## config.mk

```make
export PLATFORM = sky130hd
export DESIGN_NAME = uart_tx_arbiter
export DESIGN_NICKNAME = d
export VERILOG_FILES = /design/src/rtl/uart_tx_arbiter.sv
export SDC_FILE = /design/constraint.sdc
export NUM_CORES = 1
export LEC_CHECK = 0
export CAP_MARGIN = 20
export CELL_PAD_IN_SITES_DETAIL_PLACEMENT = 2
export CELL_PAD_IN_SITES_GLOBAL_PLACEMENT = 2
export CORE_MARGIN = 2
export CORE_UTILIZATION = 23
export CTS_CLUSTER_SIZE = 24
export DETAILED_ROUTE_END_ITERATION = 7
export GPL_TIMING_DRIVEN = 0
export PLACE_DENSITY_LB_ADDON = 0.1
export SLEW_MARGIN = 25
export SYNTH_ARGS = -nofsm -noshare
export SYNTH_HDL_FRONTEND = slang
export SYNTH_SLANG_ARGS = --single-unit
```

## constraint.sdc

```tcl
create_clock -name clk -period 2.2 [get_ports clk]
set_clock_uncertainty 0.15 [all_clocks]
set_input_delay 0.44 -clock clk [delete_from_list [all_inputs] [get_ports clk]]
set_output_delay 0.44 -clock clk [all_outputs]
set_load 0.1 [all_outputs]
```

## src/rtl/uart_tx_arbiter.sv

```systemverilog
// Round-robin scheduler sharing one UART sender among NUM_REQ requesters.
// The sender has no busy output, so each frame and the idle gap after it are timed here.
module uart_tx_arbiter #(
    parameter int NUM_REQ      = 4,
    parameter int DATA_W       = 7,
    parameter int FRAME_CYCLES = 10,
    parameter int GAP_CYCLES   = 1,
    parameter int ID_W         = 2
) (
    input  logic                      clk,
    input  logic                      rst,
    input  logic [NUM_REQ-1:0]        req,
    input  logic [NUM_REQ*DATA_W-1:0] req_data,
    output logic [NUM_REQ-1:0]        grant,
    output logic                      send_flag,
    output logic [DATA_W-1:0]         send_data,
    output logic                      busy,
    output logic [ID_W-1:0]           active_id
);

    localparam int CNT_MAX = (FRAME_CYCLES > GAP_CYCLES) ? FRAME_CYCLES : GAP_CYCLES;
    localparam int CNT_W   = $clog2(CNT_MAX + 1);
    localparam logic [CNT_W-1:0] FRAME_LAST = CNT_W'(FRAME_CYCLES - 1);
    localparam logic [CNT_W-1:0] GAP_LAST   = CNT_W'((GAP_CYCLES > 0) ? GAP_CYCLES - 1 : 0);
    localparam logic [ID_W-1:0]  LAST_ID    = ID_W'(NUM_REQ - 1);

    typedef enum logic [1:0] {
        S_IDLE,
        S_SEND,
        S_GAP
    } state_t;

    state_t               r_state,     w_state_nxt;
    logic [CNT_W-1:0]     r_cnt,       w_cnt_nxt;
    logic [ID_W-1:0]      r_ptr,       w_ptr_nxt;
    logic [NUM_REQ-1:0]   r_grant,     w_grant_nxt;
    logic                 r_send_flag, w_flag_nxt;
    logic [DATA_W-1:0]    r_send_data, w_data_nxt;
    logic                 r_busy,      w_busy_nxt;
    logic [ID_W-1:0]      r_active_id, w_id_nxt;

    logic                 w_arb;
    logic                 w_found;
    logic [ID_W-1:0]      w_winner;
    logic [ID_W-1:0]      w_idx;
    logic [DATA_W-1:0]    w_win_data;
    int                   w_sum;

    // Search ptr, ptr+1, ... with wrap-around; the first requester found wins.
    always_comb begin
        // NOTE: every variable gets a default before any branch, otherwise
        // paths that skip an assignment infer a latch.
        w_found  = 1'b0;
        w_winner = '0;
        w_idx    = '0;
        w_sum    = 0;
        for (int k = 0; k < NUM_REQ; k++) begin
            w_sum = int'(r_ptr) + k;
            if (w_sum >= NUM_REQ) begin
                w_sum = w_sum - NUM_REQ;
            end
            w_idx = ID_W'(w_sum);
            if (!w_found && req[w_idx]) begin
                w_found  = 1'b1;
                w_winner = w_idx;
            end
        end
    end

    always_comb begin
        w_win_data = '0;
        for (int i = 0; i < NUM_REQ; i++) begin
            if (ID_W'(i) == w_winner) begin
                w_win_data = req_data[i*DATA_W +: DATA_W];
            end
        end
    end

    always_comb begin
        w_state_nxt = r_state;
        w_cnt_nxt   = r_cnt;
        w_ptr_nxt   = r_ptr;
        w_grant_nxt = '0;
        w_flag_nxt  = 1'b0;
        w_data_nxt  = r_send_data;
        w_id_nxt    = r_active_id;
        w_busy_nxt  = r_busy;
        w_arb       = 1'b0;

        case (r_state)
            S_IDLE: w_arb = 1'b1;
            S_SEND: begin
                if (r_cnt == FRAME_LAST) begin
                    // With no gap configured, the last frame cycle is itself an arbitration edge.
                    if (GAP_CYCLES > 0) begin
                        w_state_nxt = S_GAP;
                        w_cnt_nxt   = '0;
                    end else begin
                        w_arb = 1'b1;
                    end
                end else begin
                    w_cnt_nxt = r_cnt + CNT_W'(1);
                end
            end
            S_GAP: begin
                if (r_cnt == GAP_LAST) begin
                    w_arb = 1'b1;
                end else begin
                    w_cnt_nxt = r_cnt + CNT_W'(1);
                end
            end
            default: w_state_nxt = S_IDLE;
        endcase

        if (w_arb) begin
            if (w_found) begin
                w_state_nxt           = S_SEND;
                w_cnt_nxt             = '0;
                w_grant_nxt[w_winner] = 1'b1;
                w_flag_nxt            = 1'b1;
                w_data_nxt            = w_win_data;
                w_id_nxt              = w_winner;
                w_busy_nxt            = 1'b1;
                w_ptr_nxt             = (w_winner == LAST_ID) ? '0 : w_winner + ID_W'(1);
            end else begin
                w_state_nxt = S_IDLE;
                w_busy_nxt  = 1'b0;
            end
        end
    end

    always_ff @(posedge clk or posedge rst) begin
        if (rst) begin
            r_state     <= S_IDLE;
            r_cnt       <= '0;
            r_ptr       <= '0;
            r_grant     <= '0;
            r_send_flag <= 1'b0;
            r_send_data <= '0;
            r_busy      <= 1'b0;
            r_active_id <= '0;
        end else begin
            // NOTE: non-blocking assignments so every register samples the
            // pre-edge values regardless of statement order.
            r_state     <= w_state_nxt;
            r_cnt       <= w_cnt_nxt;
            r_ptr       <= w_ptr_nxt;
            r_grant     <= w_grant_nxt;
            r_send_flag <= w_flag_nxt;
            r_send_data <= w_data_nxt;
            r_busy      <= w_busy_nxt;
            r_active_id <= w_id_nxt;
        end
    end

    assign grant     = r_grant;
    assign send_flag = r_send_flag;
    assign send_data = r_send_data;
    assign busy      = r_busy;
    assign active_id = r_active_id;

endmodule

```

## Word level (Yosys, flattened, before mapping)

Index checks and enable logic that the tools add are counted.

| word-level totals | value |
|---|---|
| bits in read-only memories | 0 |
| word-level logic and storage cells | 91 |
| output and inout port bits | 15 |
| bits in writable memories | 0 |
| register bits after elaboration | 23 |
| latch bits | 0 |
| memories kept | 0 |

| cells by class | value |
|---|---|
| multiply operators | 0 |
| $add $sub $neg | 9 |
| div/mod/pow operators | 0 |
| equality and inequality tests | 9 |
| shift-type cells | 0 |
| bitwise logic cells | 0 |
| multiplexer cells | 42 |
| magnitude comparators | 10 |
| reductions and logical operators | 13 |

Operator list:

| cell | count |
|---|---|
| $mux 7 | 4 |
| $mux 4 | 6 |
| $mux 2 | 11 |
| $lt 2x3->1 const B | 5 |
| $mux 1 | 13 |
| $ge 3x3->1 const B | 3 |
| $bmux 1 s2 | 4 |
| $pmux 4 s2 | 1 |
| $sub 2x1->2 const B | 4 |
| $add 2x2->3 const B | 2 |
| $add 4x1->4 const B | 1 |
| $eq 2x2->1 const A | 2 |
| $eq 2x2->1 const B | 2 |
| $eq 4x4->1 const B | 1 |
| $logic_and 1x1->1 | 4 |
| $logic_not 2->1 | 2 |
| $logic_not 4->1 | 1 |
| $pmux 2 s2 | 1 |
| $reduce_and 2->1 | 2 |
| $add 2x1->3 const B | 1 |
| $ge 2x3->1 const B | 1 |
| $logic_not 1->1 | 3 |
| $ne 3x3->1 const B | 1 |
| $add 2x1->2 const B | 1 |
| 7 further kinds | 7 |

## Longest topological paths before layout

| logic depth | value |
|---|---|
| word-level depth | 20 |
| gate-level depth with buffers | 9 |

## Worst setup path before layout

Ideal clock, no wire load.

| timing path | value |
|---|---|
| kind | input-to-reg |
| start point | input port req[3] |
| end point | register r_send_data[1] (netlist: send_data[1]) |
| required time | 1.920 ns |
| path buffers | 1 |
| data arrival time | 1.903 ns |
| slack | 0.017 ns |
| library setup time | 0.130 ns |
| cell stages on the path | 8 |
| cells stage by stage | inv_1 -> a221oi_1 -> o22ai_1 -> ha_1 -> or2_2 -> clkbuf_1 -> a221oi_1 -> o31ai_1 |

| between the ends | value |
|---|---|
| word-level cells in the longest chain between the ends | 17 |
| elaborated cells between the ends (all ways) | 31 |
| classes of those cells | eq/ne (3); mux (20); reduce/logical (8) |

RTL lines:

| element | RTL line | source |
|---|---|---|
| start: declaration | 12 | `input logic [NUM_REQ-1:0] req,` |
| $bmux 1 s2 | 63 | `if (!w_found && req[w_idx]) begin` |
| $mux 1 (implied by the code) | 63 |  |
| $mux 1 | 63 |  |
| $logic_not 1->1 | 63 |  |
| $logic_and 1x1->1 | 63 |  |
| $mux 1 | 63 |  |
| $logic_not 1->1 | 63 |  |
| $logic_and 1x1->1 | 63 |  |
| $mux 1 | 63 |  |
| $logic_not 1->1 | 63 |  |
| $logic_and 1x1->1 | 63 |  |
| $mux 2 | 63 |  |
| $logic_not 2->1 | 73 | `if (ID_W'(i) == w_winner) begin` |
| $mux 7 (4 in series) | 73 |  |
| end signal: assignment | 150 | `r_send_data <= w_data_nxt;` |
| end: declaration | 38 | `logic [DATA_W-1:0] r_send_data, w_data_nxt;` |

Several ways; a longest one is shown, not always the timed one. The select of a mux whose other input is x is not followed.
A chain may end at the register's enable or synchronous reset.

## Worst setup path after layout

| timing path | value |
|---|---|
| start point | register r_send_data[1] (netlist: send_data[1]) |
| end point | output port send_data[1] |

RTL lines:

| element | RTL line | source |
|---|---|---|
| end: declaration | 16 | `output logic [DATA_W-1:0] send_data,` |

No word-level cell between the ends.

==> results.md <==
* Status: finished, final reports clean
* Distinct cells, synth at 34
* Antenna-violating nets left at 0
* Largest net degree at the start of global routing at 24
* Slowest stage delay, CP at 0.88 ns
* Clk_lat worst skew at 0.26 ns
* Antenna Cells at 0
* Final WL at 4609 um
* Minimum clock period at 2.086 ns
* GRT overflow at 0
* Final hold violations at 0
* Post-Syn Area at 0.001338 mm2
* Die Wd at 80.26 um
* Initial antenna violation count at 0
* Vias in the first global route at 1425
* Area grow syn2layout at 55.29%
* Via count at 1269
* Max Cap Viol at 0
* Power per cell area at 1638 mW/mm2
* Yosys Warn Count at 0
* First-pass GRT wire length at 7231 um
* Worst Path Max Fanout at 2
* Core Box Area at 0.005574 mm2
* Slew margin rel. at 0.3426
* Synth Net Count at 181
* Drt wl/cell at 17.59 um
* Max IR drop VDD at 0.6220 mV
* Count of clock tree sinks at 23
* Clk pin slew, worst setup/hold paths at 0.09 ns
* DIE HEIGHT at 80.26 um
* Setup Viol. Count Final at 0
* All-Layer GR Usage at 0.1441
* Post-synth EDFFs at 0
* CTS hold repair buffers at 0
* Reg area at 576.8 um2
* Top_reg_cell synth: dfrtp_1
* CP Buf/Inv Count at 1
* Worst path slowest cell: dlygate4sd2_1
* CTS tree: done
* H-tree depth at 1
* Drt pass-1 iters at 4
* Dpl hpwl at 3551 um
* Crit share post-route at 0.9481
* Syn_area_per_cell at 9.763 um2
* Top-area cell type share of the netlist area at 0.4303
* Placer Congestion at 0.7393
* Fillers at 601
* Most frequent cells in the layout: clkdlybuf4s50_1 (29), dfrtp_1 (22), dlygate4sd2_1 (16)
* Buffer levels on the longest clock path at 2
* Share of cells above drive strength 1 at 0.2316
* DRT iter0 DRCs at 27
* Sequential share of the synthesized area at 0.4303
* Most common cell after layout, fill and taps aside: clkdlybuf4s50_1
* RSZ-0062 raised after global routing: false
* Io pins at 49
* Worst path arrival time at 1.50 ns
* Row count at 27
* Slew Limit Fails at 0
* Final Net Count at 235
* Static Leak at 0.8965 nW
* Synth area leader: dfrtp_1
* Inst Count DP at 257
* Fmax at 479.4 MHz
* Cts bufs inserted at 3
* Top cells by area, synth: dfrtp_1 (43%), ha_1 (9.4%), a221oi_1 (5.2%)
* Min-delay worst type: reg2reg
* Data required, critical path at 1.61 ns
* FFs w/ async S/R, synth at 1.000
* Worst setup path category: reg2out
* Detailed-route DRC error count at 0
* Root Driver: clkbuf_8
* Critical Path Start Type: register
* Setup WS pre-CTS at -1.122 ns
* Crit-path cells: dlygate4sd2_1
* Die area at 0.006442 mm2
* Initial core utilization at 0.2400
* Synth Instances at 137
* Vias per cell at 4.844
* IO buf count at 48
* Multi-input combinational cell area at 803.3 um2
* Delay-heaviest family, CP: buffers and inverters
* Actual slew at the worst max-slew pin at 0.9900 ns
* Layout Cells excl Fill at 262
* Final Worst Setup Slack at 0.1142 ns
* Seq cells post-synth at 23
* Setup crit end kind: primary output
[Yosys cell counts, types with 2 or more instances]
master / number
nor2_2: 2
a21oi_1: 9
buf_6: 2
nand2_1: 14
a211oi_1: 2
inv_1: 17
dfrtp_1: 23
mux2_2: 2
o22ai_1: 7
a221oi_1: 8
nor2_1: 5
o31ai_1: 8
and2_1: 3
ha_1: 10
o21ai_0: 6
[state kept, by name, indices dropped and copies added, names as in the netlist]
name       count
r_cnt          4
active_id      2
send_data      7
r_state        2
busy           1
grant          4
r_ptr          2
send_flag      1
[metrics by stage]
step	cell area [um2]	hold slack (ns)	utilization	power, W	TNS (ns)
after global placement	1908	0.3118	0.3423	0.002926	-7.372
after CTS	2031	0.3370	0.3643	0.003359	0
final	2077	0.3341	0.3726	0.003401	0
after floorplan	1338	0.2919	-	0.002359	0
after detailed placement	1908	0.3209	0.3423	0.002998	-8.854
after global routing	2077	0.3634	0.3726	0.003628	0
[final timing paths]
kind | from | to | slack, ns | cells past startpoint
max reg2reg | r_ptr[0] | send_data[6] | 0.14 | 8
max in group asynchronous | rst | r_ptr[1] | 0.75 | 2
min | send_data[0] | send_data[0] | 0.33 | 2
min reg2reg | send_data[0] | send_data[0] | 0.33 | 2
max | send_data[1] | send_data[1] | 0.11 | 1
min in group asynchronous | rst | send_data[6] | 0.53 | 2
[layout make-up]
cell class,count,share of cell area
plain buffers,2,0.01084
clock buffers,4,0.02169
inverters,18,0.03253
multi-input cells,92,0.3867
flip-flops and latches,23,0.2777
well taps,72,0.04337
repair buffers,51,0.2271
[cell families (layout without fill, tap and decap cells)]
family	after synthesis	after routing	synth area share
compound gates	46	46	0.2460
fa+ha+maj	10	10	0.09355
flops	23	23	0.4303
buf+inv	22	75	0.07296
simple gates	33	33	0.1338
xor+xnor	1	1	0.006549
mux	2	2	0.01684
[power by group]
part / leakage [nW] / internal (W) / total [W] / switching (W)
Sequential: 0.289 / 0.000591 / 0.000678 / 0.0000867
Clock: 0.0228 / 0.000129 / 0.000272 / 0.000142
Combinational: 0.585 / 0.000728 / 0.00245 / 0.00172
[routing by layer]
layer	share of wire	GRT usage
met3	0.015	0.01685
met4	0.0050	0.02542
met2	0.55	0.2692
met1	0.43	0.1781
met5	0	0
[tightest hold or removal path, stage by stage (launching register included)]
cell and delay (ns):
dfrtp_1 0.35, nand2_1 0.05, o31ai_1 0.06
[timing repair]
| action | in CTS | in global routing |
|---|---|---|
| setup buffers | 1 | 2 |
| gates resized for setup | 42 | 15 |
| pin swaps | 3 | 4 |
| setup endpoints to repair | 25 | 7 |
No activity file was read; power rests on OpenSTA's default activity.
